===== src/rtl/xc_cmd_pkg.sv =====
// Shared definitions for the correlator control-port command stream.
// Request codes, wire opcodes and sequence lengths are used by the encoder
// and by the correlator decoder bench.
package xc_cmd_pkg;

    // High-level request codes presented on cmd_op.
    typedef enum logic [2:0] {
        OP_CLEAR        = 3'd0,
        OP_SET_LEDS     = 3'd1,
        OP_SET_BAUD     = 3'd2,
        OP_SET_CROSS    = 3'd3,
        OP_SET_AUTO     = 3'd4,
        OP_SET_FREQ_DIV = 3'd5,
        OP_SET_VOLTAGE  = 3'd6,
        OP_CAPTURE      = 3'd7
    } cmd_op_e;

    // Encoder sequencing phases.
    typedef enum logic [1:0] {
        ST_IDLE   = 2'd0,
        ST_PREFIX = 2'd1,
        ST_BODY   = 2'd2
    } enc_state_e;

    // Wire opcodes carried in the low nibble of each command byte.
    localparam logic [3:0] WIRE_CLEAR          = 4'h0;
    localparam logic [3:0] WIRE_SET_INDEX      = 4'h1;
    localparam logic [3:0] WIRE_SET_LEDS       = 4'h2;
    localparam logic [3:0] WIRE_SET_BAUD_RATE  = 4'h3;
    localparam logic [3:0] WIRE_DELAY_BASE     = 4'h4;
    localparam logic [3:0] WIRE_SET_FREQ_DIV   = 4'h8;
    localparam logic [3:0] WIRE_SET_VOLTAGE    = 4'h9;
    localparam logic [3:0] WIRE_ENABLE_CAPTURE = 4'hD;

    // Delay bytes carry {auto, slice[2:0], 2'b01, k[1:0]}; this is the
    // fixed 2'b01 field that makes the low nibble read as 0x4|k.
    localparam logic [1:0] DELAY_MARKER = WIRE_DELAY_BASE[3:2];

    // Sequence lengths in bytes.
    localparam int PREFIX_BYTES      = 4;
    localparam int DELAY_BODY_BYTES  = 5;
    localparam int NIBBLE_BODY_BYTES = 1;

    // Requests that address one correlator line and therefore need a valid
    // index and possibly a SET_INDEX prefix.
    function automatic logic is_per_line(input cmd_op_e op);
        return (op == OP_CLEAR) || (op == OP_SET_LEDS) || (op == OP_SET_CROSS) ||
               (op == OP_SET_AUTO) || (op == OP_SET_VOLTAGE);
    endfunction

    // Requests that carry a saturating delay value split into 3-bit slices.
    function automatic logic is_delay(input cmd_op_e op);
        return (op == OP_SET_CROSS) || (op == OP_SET_AUTO);
    endfunction

endpackage


===== src/rtl/xc_cmd_encoder.sv =====
// Host-side command encoder for the correlator UART control port.
// Takes one request at a time, expands it into an optional 4-byte index
// prefix followed by a 1- or 5-byte body, and streams the bytes out over a
// valid/ready handshake. The last index sent is cached so consecutive
// requests to the same line skip the prefix.
module xc_cmd_encoder
    import xc_cmd_pkg::*;
#(
    parameter int NUM_INPUTS = 8,
    parameter int DELAY_SIZE = 150
) (
    input  logic        clk,
    input  logic        reset,
    input  logic        cmd_valid,
    output logic        cmd_ready,
    input  logic [2:0]  cmd_op,
    input  logic [7:0]  cmd_index,
    input  logic [11:0] cmd_value,
    output logic [7:0]  byte_out,
    output logic        byte_valid,
    input  logic        byte_ready,
    output logic        cmd_error,
    output logic        busy
);

    localparam logic [7:0]  LP_NUM_INPUTS  = 8'(NUM_INPUTS);
    localparam logic [11:0] LP_MAX_DELAY   = 12'(DELAY_SIZE - 1);
    localparam logic [2:0]  LP_LAST_PREFIX = 3'(PREFIX_BYTES - 1);
    localparam logic [2:0]  LP_LAST_DELAY  = 3'(DELAY_BODY_BYTES - 1);
    localparam logic [2:0]  LP_LAST_NIBBLE = 3'(NIBBLE_BODY_BYTES - 1);

    // Sequencer state and latched request.
    enc_state_e  r_state;
    logic [2:0]  r_cnt;
    cmd_op_e     r_op;
    logic [7:0]  r_idx;
    logic [11:0] r_val;

    // Index cache: last line index fully delivered to the decoder.
    logic        r_cache_valid;
    logic [7:0]  r_cache_idx;

    // Registered outputs.
    logic [7:0]  r_byte_out;
    logic        r_byte_valid;
    logic        r_cmd_error;

    // Next-state / control.
    enc_state_e  w_next_state;
    logic [2:0]  w_next_cnt;
    logic        w_xfer;
    logic        w_load_fields;
    logic        w_cache_load;
    logic        w_error;
    logic        w_need_prefix;
    logic        w_body_last;
    cmd_op_e     w_op;
    logic [7:0]  w_idx;
    logic [11:0] w_val;
    logic [7:0]  w_next_byte;

    // Builds the command byte for a given phase and byte position. In the
    // delay body the fifth byte repeats the k=3 byte: the decoder applies the
    // value it latched on the previous byte, so the repeat commits it.
    function automatic logic [7:0] encode_byte(
        input enc_state_e  st,
        input logic [2:0]  cnt,
        input cmd_op_e     op,
        input logic [7:0]  idx,
        input logic [11:0] val
    );
        logic [1:0] k;
        logic [1:0] idx_pair;
        logic [1:0] dk;
        logic [2:0] val_slice;
        logic [7:0] result;

        result    = 8'h00;
        k         = cnt[1:0];
        dk        = (cnt >= 3'd3) ? 2'd3 : cnt[1:0];

        case (k)
            2'd0:    idx_pair = idx[1:0];
            2'd1:    idx_pair = idx[3:2];
            2'd2:    idx_pair = idx[5:4];
            default: idx_pair = idx[7:6];
        endcase

        case (dk)
            2'd0:    val_slice = val[2:0];
            2'd1:    val_slice = val[5:3];
            2'd2:    val_slice = val[8:6];
            default: val_slice = val[11:9];
        endcase

        if (st == ST_PREFIX) begin
            result = {k, idx_pair, WIRE_SET_INDEX};
        end else if (st == ST_BODY) begin
            case (op)
                OP_CLEAR:        result = {4'h0, WIRE_CLEAR};
                OP_SET_LEDS:     result = {val[3:0], WIRE_SET_LEDS};
                OP_SET_BAUD:     result = {val[3:0], WIRE_SET_BAUD_RATE};
                OP_SET_FREQ_DIV: result = {val[3:0], WIRE_SET_FREQ_DIV};
                OP_SET_VOLTAGE:  result = {val[3:0], WIRE_SET_VOLTAGE};
                OP_CAPTURE:      result = {3'b000, val[0], WIRE_ENABLE_CAPTURE};
                OP_SET_CROSS:    result = {1'b0, val_slice, DELAY_MARKER, dk};
                OP_SET_AUTO:     result = {1'b1, val_slice, DELAY_MARKER, dk};
                default:         result = 8'h00;
            endcase
        end
        return result;
    endfunction

    assign w_xfer      = r_byte_valid & byte_ready;
    assign w_body_last = is_delay(r_op) ? (r_cnt == LP_LAST_DELAY)
                                        : (r_cnt == LP_LAST_NIBBLE);

    // Next-state, request acceptance and byte-position advance.
    // NOTE: every signal gets a default before the case so no path leaves
    // one unassigned, which would otherwise infer a latch.
    always_comb begin
        w_next_state  = r_state;
        w_next_cnt    = r_cnt;
        w_load_fields = 1'b0;
        w_cache_load  = 1'b0;
        w_error       = 1'b0;
        w_need_prefix = 1'b0;
        w_op          = r_op;
        w_idx         = r_idx;
        w_val         = r_val;

        case (r_state)
            ST_IDLE: begin
                if (cmd_valid) begin
                    w_op  = cmd_op_e'(cmd_op);
                    w_idx = cmd_index;
                    w_val = cmd_value;
                    if (is_per_line(w_op) && (cmd_index >= LP_NUM_INPUTS)) begin
                        // Out-of-range line: flag and stay idle, nothing sent.
                        w_error = 1'b1;
                    end else begin
                        w_load_fields = 1'b1;
                        if (is_delay(w_op) && (cmd_value > LP_MAX_DELAY)) begin
                            // Saturate but still send the request.
                            w_error = 1'b1;
                            w_val   = LP_MAX_DELAY;
                        end
                        w_need_prefix = is_per_line(w_op) &&
                                        (!r_cache_valid || (cmd_index != r_cache_idx));
                        w_next_state  = w_need_prefix ? ST_PREFIX : ST_BODY;
                        w_next_cnt    = 3'd0;
                    end
                end
            end

            ST_PREFIX: begin
                if (w_xfer) begin
                    if (r_cnt == LP_LAST_PREFIX) begin
                        w_next_state = ST_BODY;
                        w_next_cnt   = 3'd0;
                        w_cache_load = 1'b1;
                    end else begin
                        w_next_cnt = r_cnt + 3'd1;
                    end
                end
            end

            ST_BODY: begin
                if (w_xfer) begin
                    if (w_body_last) begin
                        w_next_state = ST_IDLE;
                        w_next_cnt   = 3'd0;
                    end else begin
                        w_next_cnt = r_cnt + 3'd1;
                    end
                end
            end

            default: begin
                w_next_state = ST_IDLE;
                w_next_cnt   = 3'd0;
            end
        endcase
    end

    // Byte that will be on the bus next cycle; unchanged while stalled
    // because state, count and latched fields all hold.
    assign w_next_byte = encode_byte(w_next_state, w_next_cnt, w_op, w_idx, w_val);

    // FSM state register.
    // NOTE: sequential state uses non-blocking assignments so every register
    // samples pre-edge values regardless of block ordering.
    always_ff @(posedge clk or posedge reset) begin
        if (reset) begin
            r_state <= ST_IDLE;
        end else begin
            r_state <= w_next_state;
        end
    end

    // Byte counter and latched request fields.
    always_ff @(posedge clk or posedge reset) begin
        if (reset) begin
            r_cnt <= 3'd0;
            r_op  <= OP_CLEAR;
            r_idx <= 8'h00;
            r_val <= 12'h000;
        end else begin
            r_cnt <= w_next_cnt;
            if (w_load_fields) begin
                r_op  <= w_op;
                r_idx <= w_idx;
                r_val <= w_val;
            end
        end
    end

    // Index cache, refreshed once the whole prefix has reached the UART.
    always_ff @(posedge clk or posedge reset) begin
        if (reset) begin
            r_cache_valid <= 1'b0;
            r_cache_idx   <= 8'h00;
        end else if (w_cache_load) begin
            r_cache_valid <= 1'b1;
            r_cache_idx   <= r_idx;
        end
    end

    // Registered byte stream and error pulse.
    always_ff @(posedge clk or posedge reset) begin
        if (reset) begin
            r_byte_out   <= 8'h00;
            r_byte_valid <= 1'b0;
            r_cmd_error  <= 1'b0;
        end else begin
            r_byte_out   <= w_next_byte;
            r_byte_valid <= (w_next_state != ST_IDLE);
            r_cmd_error  <= w_error;
        end
    end

    assign byte_out   = r_byte_out;
    assign byte_valid = r_byte_valid;
    assign cmd_error  = r_cmd_error;
    assign cmd_ready  = (r_state == ST_IDLE);
    assign busy       = ~cmd_ready;

endmodule


===== config.mk =====
export PLATFORM = sky130hd
export DESIGN_NAME = xc_cmd_encoder
export DESIGN_NICKNAME = d
export VERILOG_FILES = /design/src/rtl/xc_cmd_pkg.sv /design/src/rtl/xc_cmd_encoder.sv
export SDC_FILE = /design/constraint.sdc
export NUM_CORES = 1
export LEC_CHECK = 0
export CORE_ASPECT_RATIO = 1.75
export CORE_UTILIZATION = 37
export DETAILED_ROUTE_END_ITERATION = 12
export PLACE_DENSITY = 0.62
export SETUP_SLACK_MARGIN = 0.4
export SYNTH_ARGS = -nofsm -noshare
export SYNTH_HDL_FRONTEND = slang
export SYNTH_SLANG_ARGS = --single-unit

===== constraint.sdc =====
create_clock -name clk -period 2.9 [get_ports clk]
set_input_delay 0.58 -clock clk [delete_from_list [all_inputs] [get_ports clk]]
set_output_delay 0.58 -clock clk [all_outputs]
set_load 0.05 [all_outputs]

==> out/results.ini, run 1 <==
[outcome]
status=finished, final reports clean

[grt]
grt_usage=0.2379
grt_max_degree=30
grt_pass1_wl_um=13970
antenna_found_initial=0
grt_pass1_vias=2830
gr-total-overflow=0

[placed_design]
globalplace.congestion=0.9261
dpl_cell_area_um2=3819
port-buffer-count=38
dpl_worst_slack_ns=-0.3105
hpwl_um=6628

[cells_and_area]
antennaDiodeCount=0
syn2layout_area_growth_pct=53.57
nFillCells=675
fin_nets=457
layout-drive-gt1-share=0.3747
design_area_um2=4437
post-route-util=0.5863

[sta]
fin_ws_ns=0.2522
relSlewSlack=0.5769
drv_slew=0
rsz0062_at_grt=true
finalCritPeriodShare=0.9130
whs_ns=0.4754
period_minus_slack_ns=2.648
setup-violations-final=0
fin_tns_setup_ns=0
hold_viol=0
fin_skew_ns=0.008148
tightest_slew_ns=0.6338
maxClockFrequency_mhz=377.7

[drt]
vias=2787
dr_wl_met2_um=5267
met3_wirelength_um=322
wire_per_inst_um=17.94
ant_nets=0
via_per_inst=5.412
first_iter_violations=146
wl_um=9238
routed.top_layer=met4
drt-pass1-iter-count=4
drc=0
drt-met1-wl_um=3403

[yosys]
ys_seq_elements=47
synth-edff-count=0
yosysSeqAreaShare=0.4071
syn_nets=335
syn_inst=304
yosysTopAreaCellShare=0.4071
synth_cell_type_count=74
yosysWarnings=0
synth_async_sr_flop_share=1.000
synth.area.top_cells=dfrtp_1, nand2_1, mux2_2
synth_area_leader_cell=dfrtp_1
synthFlopType=dfrtp_1
synth.avg_cell_area_um2=9.503
netlist_area_um2=2889

[worst_setup_path]
reg2reg_to=byte_out[5]
required_ns=3.07
cp_max_fo=13
path_class=reg -> reg
r2r_start=r_state[0]
crit_path_end_kind=flip-flop
reg2regPathDepth=8
crit_arrival_ns=2.81
cp-start-kind=flip-flop
rrSetupSlack_ns=0.25

[clock_network]
cts_buffers=5
h-tree-depth=2
cts_tree=yes
clkLatencyLatePin_ns=0.30
clkTransAtPathRegs_ns=0.06
clock_sinks=47
clock-root-buffer=clkbuf_16
clk_path_buf_depth=2

[min_path]
hold_path_end=r_val[1]
hp-class=reg -> reg
hold_depth=2
min_from=r_val[1]

[floorplan]
core-area_um2=7567
die_area_um2=8179
die_y_um=118.9
start_util=0.3818
num_rows=42
ioPinCount=39
dieWidth_um=68.80

[pwr]
leakage_nw=2.060
powerDensity_nw_per_um2=983.6
ir_drop_uv=528.3

[run]
drv_cap=0

## placed cells by master (no fill, tap or decap), drive strengths merged, types with 4 or more instances in the layout
| master | n |
|---|---|
| inv | 11 |
| mux2i | 6 |
| clkdlybuf4s50 | 27 |
| nand3 | 10 |
| dfrtp | 47 |
| clkbuf | 7 |
| nor3b | 4 |
| ha | 4 |
| o211ai | 7 |
| mux2 | 9 |
| xnor2 | 8 |
| nand2 | 73 |
| a21oi | 5 |
| a21o | 5 |
| buf | 89 |
| nor2 | 14 |
| o21ai | 8 |
| o22a | 5 |
| dlygate4sd2 | 7 |
| nand2b | 5 |
## critical path, stage by stage (launching register included)
cell and delay, ns:
dfrtp_1 0.56, nor2b_1 0.34, o21ai_0 0.26, a211oi_4 0.34, nor2_2 0.08, inv_2 0.12
mux4_2 0.52, a22oi_2 0.18, o211ai_1 0.11
## cell families (layout without fill, tap and decap cells)
family | Yosys count | count (layout) | share of synthesized area
DFF | 47 | 47 | 0.4071
buffers and inverters | 23 | 146 | 0.03724
AOI/OAI and AO/OA | 65 | 65 | 0.1932
xor gates and xnor gates | 9 | 9 | 0.02729
muxes | 18 | 18 | 0.08056
adders and majority gates | 4 | 4 | 0.01732
and+or+nand+nor | 138 | 138 | 0.2373
## worst max path at each step
stage | from | endpoint
floorplan | cmd_index[6] | byte_out[4]
global placement | byte_ready | byte_out[5]
detailed placement | byte_ready | byte_out[5]
CTS | r_cnt[0] | byte_out[5]
global route | r_state[0] | byte_out[5]
finish | r_state[0] | byte_out[5]
## synthesized netlist by cell type (all sizes together) (3+ instances only)
library cell / count
a21boi: 3
a21o: 5
a21oi: 5
a221oi: 3
and2: 3
and3: 3
and3b: 3
buf: 6
clkbuf: 6
dfrtp: 47
ha: 4
inv: 11
mux2: 9
mux2i: 6
mux4: 3
nand2: 73
nand2b: 5
nand3: 10
nor2: 14
nor3: 3
nor3b: 4
o211ai: 7
o21ai: 8
o22a: 5
o22ai: 3
o31ai: 3
or2: 3
xnor2: 8
## area by class of cell
type | count | area [um2] | area share
inverters | 11 | 43.79 | 0.009870
clock inverters | 1 | 5.005 | 0.001128
well taps | 88 | 110.1 | 0.02482
repair buffers | 127 | 1130 | 0.2547
flip-flops and latches | 47 | 1180 | 0.2659
multi-input cells | 234 | 1836 | 0.4137
clock buffers | 7 | 132.6 | 0.02989
## metal layers
layer,track usage,up-vias
met5,0,-
met4,0.1224,0
met3,0.04310,14
met2,0.4197,66
met1,0.2562,1366
li1,-,1341
## registers in the layout (all words and copies together), names as in the netlist
register / cells
byte_out: 8
byte_valid: 1
cmd_error: 1
r_cache_idx: 8
r_cache_valid: 1
r_cnt: 3
r_idx: 8
r_op: 3
r_state: 2
r_val: 12
## power by group
group          total, W  internal [W]  switching (W)  leakage (nW)
registers       0.00116      0.000926       0.000234         0.604
logic           0.00265       0.00132        0.00132          1.39
clock network  0.000559      0.000319       0.000240        0.0679
total           0.00436       0.00257        0.00180          2.06
## per-stage QoR
step	cells	total power [W]
5_1_grt	515	0.004619
3_5_place_dp	482	0.003294
4_1_cts	510	0.004099
3_3_place_gp	482	0.003254
6_report	515	0.004364
2_1_floorplan	304	0.002428
## timing repair
item,CTS,global route
pin swaps,22,24
resized for setup,38,46
setup endpoints to repair,7,8
hold buffers,0,0
buffers inserted,20,5
endpoints found under the hold margin,0,0
Power figures use the tool's default switching activity.
==> run 2: changes to the inputs <==
--- a/config.mk
+++ b/config.mk
@@ -6,9 +6,11 @@
 export NUM_CORES = 1
 export LEC_CHECK = 0
 export CORE_ASPECT_RATIO = 1.75
+export CORE_MARGIN = 2
 export CORE_UTILIZATION = 37
 export DETAILED_ROUTE_END_ITERATION = 12
 export PLACE_DENSITY = 0.62
+export RECOVER_POWER = 25
 export SETUP_SLACK_MARGIN = 0.4
 export SYNTH_ARGS = -nofsm -noshare
 export SYNTH_HDL_FRONTEND = slang
==> run 2 against run 1 <==
  * Final cell count grew 0.19%
  * Power fell by 0.47%
  * Fmax fell by 1.7%
  * Critical path type unchanged
  * Largest cell class unchanged
  * Largest power group unchanged
  * Highest routed layer unchanged
==> out/results.ini, run 2 (same netlist as run 1, synthesis figures left out) <==
[grt]
grt_max_degree=27  ; -10%
top_usage_layer=met2
met3_usage=0.02741  ; -0.01569
gr-total-overflow=0  ; unchanged
use_met2=0.4036  ; -0.01611
grtUsageMet1=0.2262  ; -0.03002
antenna_found_initial=0  ; unchanged
grt_pass1_wl_um=14210  ; +1.7%
grt_usage=0.2158  ; -0.02212
grt_pass1_vias=2847  ; +0.60%

[cells_and_area]
final_cells=516  ; +0.19%
largest-register=r_val
largest_register_ffs=12  ; unchanged
layout-drive-gt1-share=0.3575  ; -0.01723
fin_nets=458  ; +0.22%
syn2layout_area_growth_pct=49.93
antennaDiodeCount=0  ; unchanged
layout_commonest_cell=buf_4
final_cell_mix=buf_4, nand2_1, dfrtp_1
design_area_um2=4332  ; -2.4%

[drt]
via_per_inst=5.395  ; -0.30%
drt-pass1-iter-count=4  ; unchanged
ant_nets=0  ; unchanged
drc=0  ; unchanged
wire_per_inst_um=17.44  ; -2.8%
vias=2784  ; -0.11%
wl_um=8998  ; -2.6%
first_iter_violations=157  ; +7.5%

[placed_design]
dpl_cell_area_um2=3826  ; +0.20%
port-buffer-count=38  ; unchanged
dpl_worst_slack_ns=-0.2636  ; +0.04693 ns
globalplace.congestion=0.9586  ; +3.5%
placedCellCount=483  ; +0.21%
hpwl_um=6800  ; +2.6%

[clock_network]
cts_buffers=5  ; unchanged
clock-root-buffer=clkbuf_16
ctsHoldBuffers=0  ; unchanged
h-tree-depth=2  ; unchanged
clock_sinks=47  ; unchanged
clkTransAtPathRegs_ns=0.07  ; about the same
clk_path_buf_depth=2  ; unchanged
clkLatencyLatePin_ns=0.29  ; about the same
cts_tree=yes

[pwr]
p_int_w=0.002564  ; -0.18%
total_power_w=0.004343  ; -0.47%
switching_share=0.4098  ; -0.001727
power_frac_clock=0.155  ; +0.027
powerDensity_nw_per_um2=1003  ; +1.9%
comb_power_share=0.577  ; -0.029
switchingPower_w=0.001780  ; -0.89%
leakage_nw=2.020  ; -2.0%
ir_drop_uv=494.1  ; -6.5%
pwr-share-seq=0.268  ; +0.002

[min_path]
hp-class=reg -> reg
hold_path_end=r_cache_valid
hold_depth=1  ; -1
min_from=r_cache_valid

[sta]
period_minus_slack_ns=2.694  ; +0.04599 ns
tightest_slew_ns=0.8903  ; +0.2566 ns
hold_viol=0  ; unchanged
rsz0062_at_grt=true
relSlewSlack=0.4058  ; -0.1711
setup-violations-final=0  ; unchanged
whs_ns=0.4695  ; -0.005938 ns
fin_ws_ns=0.2062  ; -0.04599 ns
drv_slew=0  ; unchanged
maxClockFrequency_mhz=371.2  ; -1.7%
finalCritPeriodShare=0.9289  ; +0.01586
fin_skew_ns=0.005858  ; -0.002291 ns

[floorplan]
dieWidth_um=70.80  ; +2.9%
ioPinCount=39  ; unchanged
core-area_um2=7567  ; unchanged
start_util=0.3818  ; unchanged
die_area_um2=8559  ; +4.6%
die_y_um=120.9  ; +1.7%
num_rows=42  ; unchanged

[worst_setup_path]
cp_max_fo=4  ; -9
crit_arrival_ns=2.85  ; +0.04 ns
r2r_start=r_cnt[1]
cp-start-kind=flip-flop
rrSetupSlack_ns=0.21  ; -0.05 ns
reg2reg_to=byte_out[5]
required_ns=3.06  ; about the same
path_class=reg -> reg
crit_path_end_kind=flip-flop
reg2regPathDepth=10  ; +2

[outcome]
status=finished, final reports clean

[run]
drv_cap=0  ; unchanged

[run 2: worst max-delay path by stage]
stage,from,to,slack [ns]
6_report,r_cnt[1],byte_out[5],0.21
5_1_grt,r_state[0],byte_out[5],0.13
4_1_cts,r_cnt[0],byte_out[5],0.21
3_5_place_dp,byte_ready,byte_out[5],-0.26
3_3_place_gp,byte_ready,byte_out[5],-0.24
2_1_floorplan,cmd_index[6],byte_out[4],0.25
[run 2: final cells by class]
cell class	count	area, um2
Fill cell	694	3236
Multi-Input combinational cell	234	1763
Sequential cell	47	1179
Timing Repair Buffer	128	1066
Clock buffer	5	125.1
Tap cell	88	110.1
Clock inverter	3	47.55
Inverter	11	41.29
[run 2: stage by stage]
step	utilization	TNS, ns
6_report	0.5724	0
3_3_place_gp	0.5056	-0.6093
5_1_grt	0.5724	0
4_1_cts	0.5574	0
2_1_floorplan	-	0
3_5_place_dp	0.5056	-0.6153
[run 2: worst max-delay path: stages, from the launching register on]
cell      delay, ns
dfrtp_1        0.39
ha_2           0.21
ha_4           0.17
buf_4          0.15
o221a_4        0.29
a211oi_4       0.29
nor2_2         0.09
inv_2          0.12
mux4_2         0.52
a22oi_2        0.20
o211ai_1       0.12
[run 2: routing by layer]
layer | share of wire | wire, um
met5 | 0 | 0
met4 | 0.044 | 396
met3 | 0.023 | 205
met2 | 0.56 | 5025
met1 | 0.37 | 3371
[run 2: repair_timing]
| item | in CTS | in global routing |
|---|---|---|
| setup endpoints to repair | 8 | 8 |
| setup buffers | 22 | 3 |
| pin swaps | 18 | 13 |
| gates resized for setup | 37 | 25 |
[run 2: power groups by stage]
stage	registers (W)	clock network [W]	logic [W]
finish	0.00116	0.000674	0.00251
global route	0.00120	0.000706	0.00269
CTS	0.00115	0.000681	0.00234
detailed placement	0.00116	0	0.00212
global placement	0.00115	0	0.00210
floorplan	0.00122	0	0.00121
==> run 3: changes to the inputs <==
--- a/config.mk
+++ b/config.mk
@@ -5,6 +5,7 @@
 export SDC_FILE = /design/constraint.sdc
 export NUM_CORES = 1
 export LEC_CHECK = 0
+export ABC_AREA = 0
 export CORE_ASPECT_RATIO = 1.75
 export CORE_MARGIN = 2
 export CORE_UTILIZATION = 37
==> results of run 3 <==
No change in the layout: final DEF, timing and power equal those of run 2.
